$ cat config.mk
export PLATFORM = sky130hd
export DESIGN_NAME = sprite_mover_gen
export DESIGN_NICKNAME = d
export VERILOG_FILES = /design/src/rtl/sprite_mover_gen.sv
export SDC_FILE = /design/constraint.sdc
export NUM_CORES = 1
export LEC_CHECK = 0
export CAP_MARGIN = 20
export CORE_MARGIN = 3
export CORE_UTILIZATION = 59
export DETAILED_ROUTE_END_ITERATION = 8
export HOLD_SLACK_MARGIN = 0.03
export PLACE_DENSITY_LB_ADDON = 0.08
export SYNTH_ARGS = -nofsm -noshare
export SYNTH_HDL_FRONTEND = slang
export SYNTH_SLANG_ARGS = --single-unit
$ cat constraint.sdc
create_clock -name clock -period 5.2 [get_ports clock]
set_input_delay 0.52 -clock clock [delete_from_list [all_inputs] [get_ports clock]]
set_output_delay 0.52 -clock clock [all_outputs]
set_load 0.01 [all_outputs]
$ cat src/rtl/sprite_mover_gen.sv
// sprite_mover_gen: rate-limited diagonal sprite mover.
// A move is accepted on a tick. A candidate position is sent to an external
// path checker through a req/ack handshake. On acceptance the sprite is moved
// with an erase / update / draw sequence through the sprite drawer.
// One-shot lift, teleport and hide are also supported.
// Optional: define MOVE_BUFFER_EN for a 1-entry buffer of move requests made while busy.
module sprite_mover_gen #(
  parameter int X_W      = 9,
  parameter int Y_W      = 8,
  parameter int SCREEN_W = 320,
  parameter int SCREEN_H = 240,
  parameter int INIT_X   = 95,
  parameter int INIT_Y   = 221,
  parameter int STEP     = 1,
  parameter int TICK_DIV = 6250000
) (
  input  logic           clock,
  input  logic           resetn,
  input  logic           move,
  input  logic [2:0]     dir,
  output logic           chk_req,
  output logic [X_W-1:0] chk_x,
  output logic [Y_W-1:0] chk_y,
  input  logic           chk_ack,
  input  logic           chk_ok,
  input  logic           chk_tele,
  input  logic [X_W-1:0] tele_x,
  input  logic [Y_W-1:0] tele_y,
  input  logic           lift,
  input  logic [Y_W-1:0] lift_dy,
  input  logic           hide,
  output logic           draw_bg,
  input  logic           done_bg,
  output logic           draw_char,
  input  logic           done_char,
  output logic [X_W-1:0] x,
  output logic [Y_W-1:0] y,
  output logic           busy
);

  localparam int CNT_W = $clog2(TICK_DIV);
  localparam logic [CNT_W-1:0] TICK_LAST = CNT_W'(TICK_DIV - 1);
  localparam logic [X_W:0]     STEP_X    = (X_W+1)'(STEP);
  localparam logic [Y_W:0]     STEP_Y    = (Y_W+1)'(STEP);
  localparam logic [X_W:0]     BOUND_X   = (X_W+1)'(SCREEN_W);
  localparam logic [Y_W:0]     BOUND_Y   = (Y_W+1)'(SCREEN_H);
  localparam logic [X_W-1:0]   HIDE_X    = X_W'(SCREEN_W);
  localparam logic [Y_W-1:0]   HIDE_Y    = Y_W'(SCREEN_H);
  localparam logic [X_W-1:0]   RST_X     = X_W'(INIT_X);
  localparam logic [Y_W-1:0]   RST_Y     = Y_W'(INIT_Y);

  typedef enum logic [2:0] {
    S_IDLE, S_CHECK, S_ERASE, S_ERASE_WAIT, S_UPDATE, S_DRAW, S_DRAW_WAIT
  } state_t;

  state_t state, state_nxt;

  logic [CNT_W-1:0] tick_cnt;
  logic             tick;
  logic [1:0]       eff_dir;
  logic             start;
  logic [X_W:0]     cand_x;
  logic [Y_W:0]     cand_y;
  logic             cand_oob;
  logic             chk_oob;
  logic             tele_f;
  logic [X_W-1:0]   tele_xq;
  logic [Y_W-1:0]   tele_yq;
  logic             lift_done;
  logic             lift_pend;
  logic [Y_W-1:0]   lift_dyq;
  logic [Y_W-1:0]   lift_amt;
  logic [Y_W-1:0]   lifted_y;

  assign tick = (tick_cnt == TICK_LAST);

  // Free-running move-rate divider
  always_ff @(posedge clock) begin
    if (!resetn || tick) tick_cnt <= '0;
    else                 tick_cnt <= tick_cnt + 1'b1;
  end

`ifdef MOVE_BUFFER_EN
  logic       buf_valid;
  logic [1:0] buf_dir;

  // A buffered request takes precedence over the live inputs and ignores tick
  assign eff_dir = buf_valid ? buf_dir : dir[1:0];
  assign start   = !hide && (buf_valid || (move && tick && dir[2]));

  // Hold the newest request made while busy; emptied when consumed in IDLE
  always_ff @(posedge clock) begin
    if (!resetn || hide) begin
      buf_valid <= 1'b0;
      buf_dir   <= '0;
    end else if (state != S_IDLE && move && tick && dir[2]) begin
      buf_valid <= 1'b1;
      buf_dir   <= dir[1:0];
    end else if (state == S_IDLE && buf_valid) begin
      buf_valid <= 1'b0;
    end
  end
`else
  assign eff_dir = dir[1:0];
  assign start   = move && tick && dir[2] && !hide;
`endif

  // Candidate position and bounds test. The extra top bit catches underflow.
  always_comb begin
    cand_x   = eff_dir[0] ? ({1'b0, x} - STEP_X) : ({1'b0, x} + STEP_X);
    cand_y   = eff_dir[1] ? ({1'b0, y} - STEP_Y) : ({1'b0, y} + STEP_Y);
    cand_oob = (cand_x == '0) || cand_x[X_W] || (cand_x >= BOUND_X) ||
               (cand_y == '0) || cand_y[Y_W] || (cand_y >= BOUND_Y);
  end

  // State register
  always_ff @(posedge clock) begin
    if (!resetn) state <= S_IDLE;
    else         state <= state_nxt;
  end

  // Next-state logic
  always_comb begin
    state_nxt = state;
    unique case (state)
      S_IDLE:       if (start) state_nxt = S_CHECK;
      S_CHECK: begin
        if (chk_oob)      state_nxt = S_IDLE;
        else if (chk_ack) state_nxt = chk_ok ? S_ERASE : S_IDLE;
      end
      S_ERASE:      state_nxt = S_ERASE_WAIT;
      S_ERASE_WAIT: if (done_bg) state_nxt = S_UPDATE;
      S_UPDATE:     state_nxt = S_DRAW;
      S_DRAW:       state_nxt = S_DRAW_WAIT;
      S_DRAW_WAIT:  if (done_char) state_nxt = S_IDLE;
      default:      state_nxt = S_IDLE;
    endcase
  end

  // Outputs; request lines are also gated by reset so they drop immediately
  always_comb begin
    busy      = (state != S_IDLE);
    chk_req   = resetn && (state == S_CHECK) && !chk_oob;
    draw_bg   = resetn && ((state == S_ERASE) || (state == S_ERASE_WAIT));
    draw_char = resetn && ((state == S_DRAW)  || (state == S_DRAW_WAIT));
  end

  // Capture the candidate on leaving IDLE and the checker result on acceptance
  always_ff @(posedge clock) begin
    if (!resetn) begin
      chk_x   <= '0;
      chk_y   <= '0;
      chk_oob <= 1'b0;
      tele_f  <= 1'b0;
      tele_xq <= '0;
      tele_yq <= '0;
    end else begin
      if (state == S_IDLE && start) begin
        chk_x   <= cand_x[X_W-1:0];
        chk_y   <= cand_y[Y_W-1:0];
        chk_oob <= cand_oob;
      end
      if (state == S_CHECK && !chk_oob && chk_ack && chk_ok) begin
        tele_f  <= chk_tele;
        tele_xq <= tele_x;
        tele_yq <= tele_y;
      end else if (state == S_UPDATE) begin
        tele_f  <= 1'b0;
      end
    end
  end

  // Saturating lift; a lift that collides with UPDATE is replayed one cycle later
  always_comb begin
    lift_amt = lift_pend ? lift_dyq : lift_dy;
    lifted_y = (y >= lift_amt) ? (y - lift_amt) : '0;
  end

  // Sprite position: hide overrides UPDATE, UPDATE overrides lift
  always_ff @(posedge clock) begin
    if (!resetn) begin
      x         <= RST_X;
      y         <= RST_Y;
      lift_done <= 1'b0;
      lift_pend <= 1'b0;
      lift_dyq  <= '0;
    end else begin
      if (hide) begin
        x <= HIDE_X;
        y <= HIDE_Y;
      end else if (state == S_UPDATE) begin
        x <= tele_f ? tele_xq : chk_x;
        y <= tele_f ? tele_yq : chk_y;
      end else if (lift_pend || (lift && !lift_done)) begin
        y <= lifted_y;
      end
      if (lift && !lift_done) begin
        lift_done <= 1'b1;
        lift_dyq  <= lift_dy;
      end
      lift_pend <= lift && !lift_done && (state == S_UPDATE);
    end
  end

endmodule

==> results of run 1 <==
## cells in the mapped netlist, types with 2 or more instances
cell type,number
a211oi_1,8
a21boi_0,30
a21o_1,3
a21oi_1,26
a221o_1,3
a31oi_1,4
and2_1,9
and3_1,5
clkbuf_1,25
dfxtp_1,89
fa_1,3
ha_1,26
inv_1,10
mux2i_1,31
nand2_1,81
nand2b_1,8
nand3_1,12
nand3b_1,2
nand4_1,5
nor2_1,58
nor2b_1,17
nor3_1,6
o211ai_1,4
o21a_1,2
o21ai_0,26
o21bai_1,2
o22ai_1,2
o311a_1,2
o31ai_1,5
or2_2,4
or3_1,6
or3b_1,2
or4_1,3
xnor2_1,18
xor2_1,22
## kinds of logic after synthesis
group	share of synthesized area, %
fa+ha+maj	7.843
simple gates	22.00
compound gates	17.21
xor+xnor	7.130
mux	6.544
buf+inv	3.005
flops	36.26
## final cells by class
class / count / area [um^2]
sequential: 89 / 1782
clock buffer: 11 / 151.4
multi-input combinational: 455 / 2984
clock inverter: 5 / 38.79
timing repair buffer: 78 / 788.3
tap: 102 / 127.6
inverter: 10 / 37.54
fill: 604 / 1978
## registers in the layout, summed over array words and instances, names as in the netlist
register	cells
chk_oob	1
chk_x	9
chk_y	8
lift_done	1
lift_dyq	8
lift_pend	1
state	3
tele_f	1
tele_xq	9
tele_yq	8
tick_cnt	23
x	9
y	8
## power breakdown
| part | leakage [nW] | internal [mW] | switching, mW |
|---|---|---|---|
| Combinational | 1.35 | 0.118 | 0.132 |
| Sequential | 0.723 | 0.695 | 0.0159 |
| Clock | 0.0959 | 0.203 | 0.253 |
| Total | 2.17 | 1.02 | 0.401 |
## through the flow
step,util [%],cell area [um^2]
after detailed placement,72.16,5692
after global routing,74.92,5909
after CTS,74.57,5882
after floorplan,-,4913
after global placement,72.16,5692
final,74.92,5909
## how the worst max path moves through the flow
stage,slack [ns],depth (start not counted),from,endpoint
after floorplan,2.31,12,lift_pend$_SDFF_PN0_,y[3]$_SDFFE_PN1P_
after global placement,1.73,9,dir[0],chk_oob$_SDFFE_PN0P_
after detailed placement,1.64,9,dir[0],chk_oob$_SDFFE_PN0P_
after CTS,2.00,9,dir[0],chk_oob$_SDFFE_PN0P_
after global routing,1.70,9,dir[0],chk_oob$_SDFFE_PN0P_
final,1.94,9,dir[0],chk_oob$_SDFFE_PN0P_
## metal layers
| layer | vias up | GRT usage [%] | share of wire (%) |
|---|---|---|---|
| li1 | 2143 | - | - |
| met1 | 2068 | 32.74 | 43 |
| met2 | 127 | 47.66 | 50 |
| met3 | 15 | 4.738 | 5.0 |
| met4 | 0 | 7.348 | 1.3 |
| met5 | - | 0 | 0 |
## worst max-delay path: stages
cell and delay, ns:
clkdlybuf4s50_1 0.67, fa_1 0.60, a211oi_1 0.27, o21bai_1 0.12
or3_1 0.31, a31oi_1 0.20, xnor2_1 0.14, or4_1 0.51
a31oi_1 0.18
==> qor.csv, run 1 <==
metric,value,unit
status,finished clean,
start_kind,input port,
max_freq,0.3069,GHz
postSynthAreaPerCell,8.457,um^2
drt-total-wl,12500,um
hold_viol,0,
syn_nets,648,
via_per_inst,5.804,
grt_pass1_vias,4387,
cts_tree,done,
hold_path.class,flip-flop to flip-flop,
syn_area,4913,um^2
worst_ep_required_time,5.47,ns
place_ws,1.645,ns
cts_resized,0,
clk_path_buf_depth,2,
dpl.cell_count,733,
drc,0,
synth_edf_count,0,
setup_viol,0,
leakage,2.171,nW
io_pins,76,
r2r_cells,11,
first_pass_iters,5,
grt_usage,26.60,%
relSlewSlack,44.19,%
cp_max_fo,12,
cts_hold_buf,0,
core,7888,um^2
diodes,0,
mostFrequentLayoutCells,"dfxtp_1 (89), nand2_1 (81), clkdlybuf4s50_1 (74), nor2_1 (58), mux2i_1 (31)",
reg2reg_to,y[3]$_SDFFE_PN1P_,
irDropWorstVdd,0.1644,mV
syn_to_final_growth,20.27,%
vias,4353,
synthArstFlopShare,0,%
ant_nets,0,
finalSetupTns,0,ns
wire_per_inst,16.66,um
min_period,3.259,ns
finalNonFillerCells,750,
root_buffer,clkbuf_8,
port_buffers,75,
rsz0062_at_grt,no,
min-delay-start,tick_cnt[0]$_SDFF_PP0_,
maxCapViolations,0,
worst_setup_path_end_kind,flip-flop,
grt_pass1_wl,20870,um
std_cell_rows,32,
dpl.hpwl,9236,um
nets,710,
gp_congestion,0.9027,
criticalPathCategory,input port to flip-flop,
die_x,97.26,um
clock_sinks,89,
maxSlewViolCount,0,
cts_buffers,9,
timing.final.crit_share,62.66,%
path_clk_slew,0.09,ns
ys_top_cells_by_area,"dfxtp_1 (36%), ha_1 (6.6%), mux2i_1 (6.3%), nand2_1 (6.2%), a21boi_0 (4.6%)",
antenna_found_initial,0,
drive_gt1_share,4.475,%
start_util,62.29,%
holdWs,0.4592,ns
yosys.area.top_type_share,36.26,%
fin_worst_skew,0.009487,ns
drtIter0Drc,201,
dieArea,9459,um^2
grt_max_degree,48,
worstSkewPairLatency,0.35,ns
synth-warning-count,0,
synth_flop_cell,dfxtp_1,
ys_seq_elements,89,
min_delay_path_depth,1,
cts_setup_buffers,0,
worst_slew_pin_slew,0.8352,ns
totalPowerFinal,1.417,mW
rr_startpoint,lift_pend$_SDFF_PN0_,
yosysSeqAreaShare,36.26,%
synth_cell_types,57,
setup_ws,1.941,ns
r2r_slack,2.16,ns
critPathArrivalTime,3.53,ns
syn_inst,581,
yosysTopAreaCell,dfxtp_1,
gr-total-overflow,0,
powerDensity,239.7,nW/um^2
hold_path_end,tick_cnt[0]$_SDFF_PP0_,
layout_commonest_cell,dfxtp_1,
die_h,97.26,um
cts_max_level,3,
Power figures use the tool's default switching activity.
==> inputs of run 2 (changes only) <==
Settings changed: CORE_UTILIZATION 59 to 54.
Clock period 5.2 ns to 3.2 ns, I/O delays scaled along.
==> qor.csv, run 2 (synthesized netlist as in run 1, its figures left out) <==
metric,value,unit,change
clkPwrFrac,36.0,%,+3.8 points
worstSkewPairLatency,0.36,ns,about the same
hold_path.class,input port to flip-flop,,
worst_ep_required_time,3.45,ns,-2.02 ns
largest_reg_flops,23,,unchanged
start_kind,flip-flop,,
largest_register,tick_cnt,,
worst_setup_path_end_kind,flip-flop,,
start_util,56.07,%,-6.2 points
criticalPathCategory,flip-flop to flip-flop,,
gp_congestion,0.8605,,-4.7%
first_pass_iters,4,,-1
syn_to_final_growth,21.59,%,
gr-total-overflow,0,,unchanged
switching_power,665.4,uW,+66%
min_period,2.872,ns,
path_clk_slew,0.09,ns,about the same
io_pins,76,,unchanged
rsz0062_at_grt,no,,
cts_resized,0,,unchanged
irDropWorstVdd,0.1967,mV,+20%
via_per_inst,5.576,,-3.9%
final_util,68.18,%,-6.7 points
ant_nets,0,,unchanged
dieArea,10280,um^2,+8.7%
critPathArrivalTime,3.12,ns,-0.41 ns
die_x,101.4,um,+4.3%
grt_pass1_vias,4152,,-5.4%
status,finished clean,,
drt-total-wl,12120,um,-3.0%
setup_viol,0,,unchanged
mostFrequentLayoutCells,"dfxtp_1 (89), nand2_1 (81), clkdlybuf4s50_1 (74), nor2_1 (58), mux2i_1 (31)",,
nets,716,,+0.85%
grt_pass1_wl,19750,um,-5.3%
relSlewSlack,41.59,%,-2.6 points
fin_worst_skew,0.01428,ns,+0.004789 ns
seq_power_share,47.4,%,-2.8 points
drc,0,,unchanged
layout_commonest_cell,dfxtp_1,,
hold_viol,0,,unchanged
diodes,0,,unchanged
setup_ws,0.3276,ns,-1.614 ns
place_ws,0.02209,ns,-1.623 ns
dpl.hpwl,8990,um,-2.7%
cts_hold_buf,0,,unchanged
vias,4249,,-2.4%
drtIter0Drc,166,,-17%
root_buffer,clkbuf_8,,
grt_max_degree,43,,-10%
cts_buffers,9,,unchanged
powerDensity,407.8,nW/um^2,+70%
clk_path_buf_depth,2,,unchanged
worst_slew_pin_slew,0.8762,ns,+0.04101 ns
intPower,1.771,mW,+74%
comb_power_share,16.6,%,-1.1 points
port_buffers,75,,unchanged
cts_max_level,3,,unchanged
core,8763,um^2,+11%
clock_sinks,89,,unchanged
cts_setup_buffers,0,,unchanged
max_freq,0.3481,GHz,
maxSlewViolCount,0,,unchanged
p_sw_share,27.31,%,-1.0 points
drive_gt1_share,5.352,%,+0.88 points
leakage,2.208,nW,+1.7%
grt_usage,24.19,%,-2.4 points
timing.final.crit_share,89.76,%,
finalSetupTns,0,ns,unchanged
std_cell_rows,34,,+6.3%
antenna_found_initial,0,,unchanged
cp_max_fo,6,,-6
die_h,101.4,um,+4.3%
wire_per_inst,15.91,um,-4.5%
maxCapViolations,0,,unchanged
holdWs,0.3452,ns,-0.1140 ns
cts_tree,done,,
-- run 2: cell count changes in the layout (fill, tap and decap cells not counted) --
cell and change:
bufinv_16 +2, buf_16 -1, clkinv_4 -2, clkbuf_8 -2, inv_6 +2, buf_4 +7
-- run 2: power by group through the flow --
stage	combinational (mW)	sequential [mW]	clock [mW]
2_1_floorplan	0.254	1.18	0
3_3_place_gp	0.388	1.18	0
3_5_place_dp	0.401	1.18	0
4_1_cts	0.403	1.15	0.892
5_1_grt	0.446	1.16	0.937
6_report	0.403	1.15	0.878
-- run 2: final timing paths --
| check | slack (ns) | from | cells past startpoint | endpoint |
|---|---|---|---|---|
| max | 0.33 | lift_pend$_SDFF_PN0_ | 10 | y[7]$_SDFFE_PP1P_ |
| min | 0.35 | resetn | 2 | y[3]$_SDFFE_PN1P_ |
| max reg2reg | 0.33 | lift_pend$_SDFF_PN0_ | 10 | y[7]$_SDFFE_PP1P_ |
| min reg2reg | 0.47 | tele_xq[1]$_SDFFE_PN0P_ | 2 | tele_xq[1]$_SDFFE_PN0P_ |
-- run 2: per-stage QoR --
step | total power, mW | cell area, um^2 | std cells
6_report | 2.436 | 5974 | 762
5_1_grt | 2.542 | 5974 | 762
4_1_cts | 2.450 | 5974 | 762
3_5_place_dp | 1.582 | 5752 | 746
3_3_place_gp | 1.568 | 5752 | 746
2_1_floorplan | 1.431 | 4913 | 581
-- run 2: cell type report --
class | count | area, um^2
clock buffers | 9 | 123.9
well taps | 108 | 135.1
inverters | 10 | 37.54
fillers | 719 | 2789
repair buffers | 84 | 813.3
flip-flops and latches | 89 | 1782
multi-input cells | 455 | 2984
clock inverters | 7 | 98.84
-- run 2: routing by layer --
metal / track usage (%) / wire length (um) / vias to the layer above
met4: 11.15 / 348 / 0
met5: 0 / 0 / -
met1: 29.97 / 5290 / 1946
met2: 41.40 / 5903 / 118
met3: 3.581 / 581 / 28
li1: - / - / 2157
-- run 2: critical path, stage by stage, from the launching register on --
cell and delay [ns]:
dfxtp_1 0.47, buf_4 0.21, mux2i_1 0.32, ha_1 0.32, nor2b_1 0.14, o21ai_0 0.20
a21boi_0 0.19, o21ai_0 0.31, a21oi_1 0.13, xor2_1 0.16, a221o_1 0.32
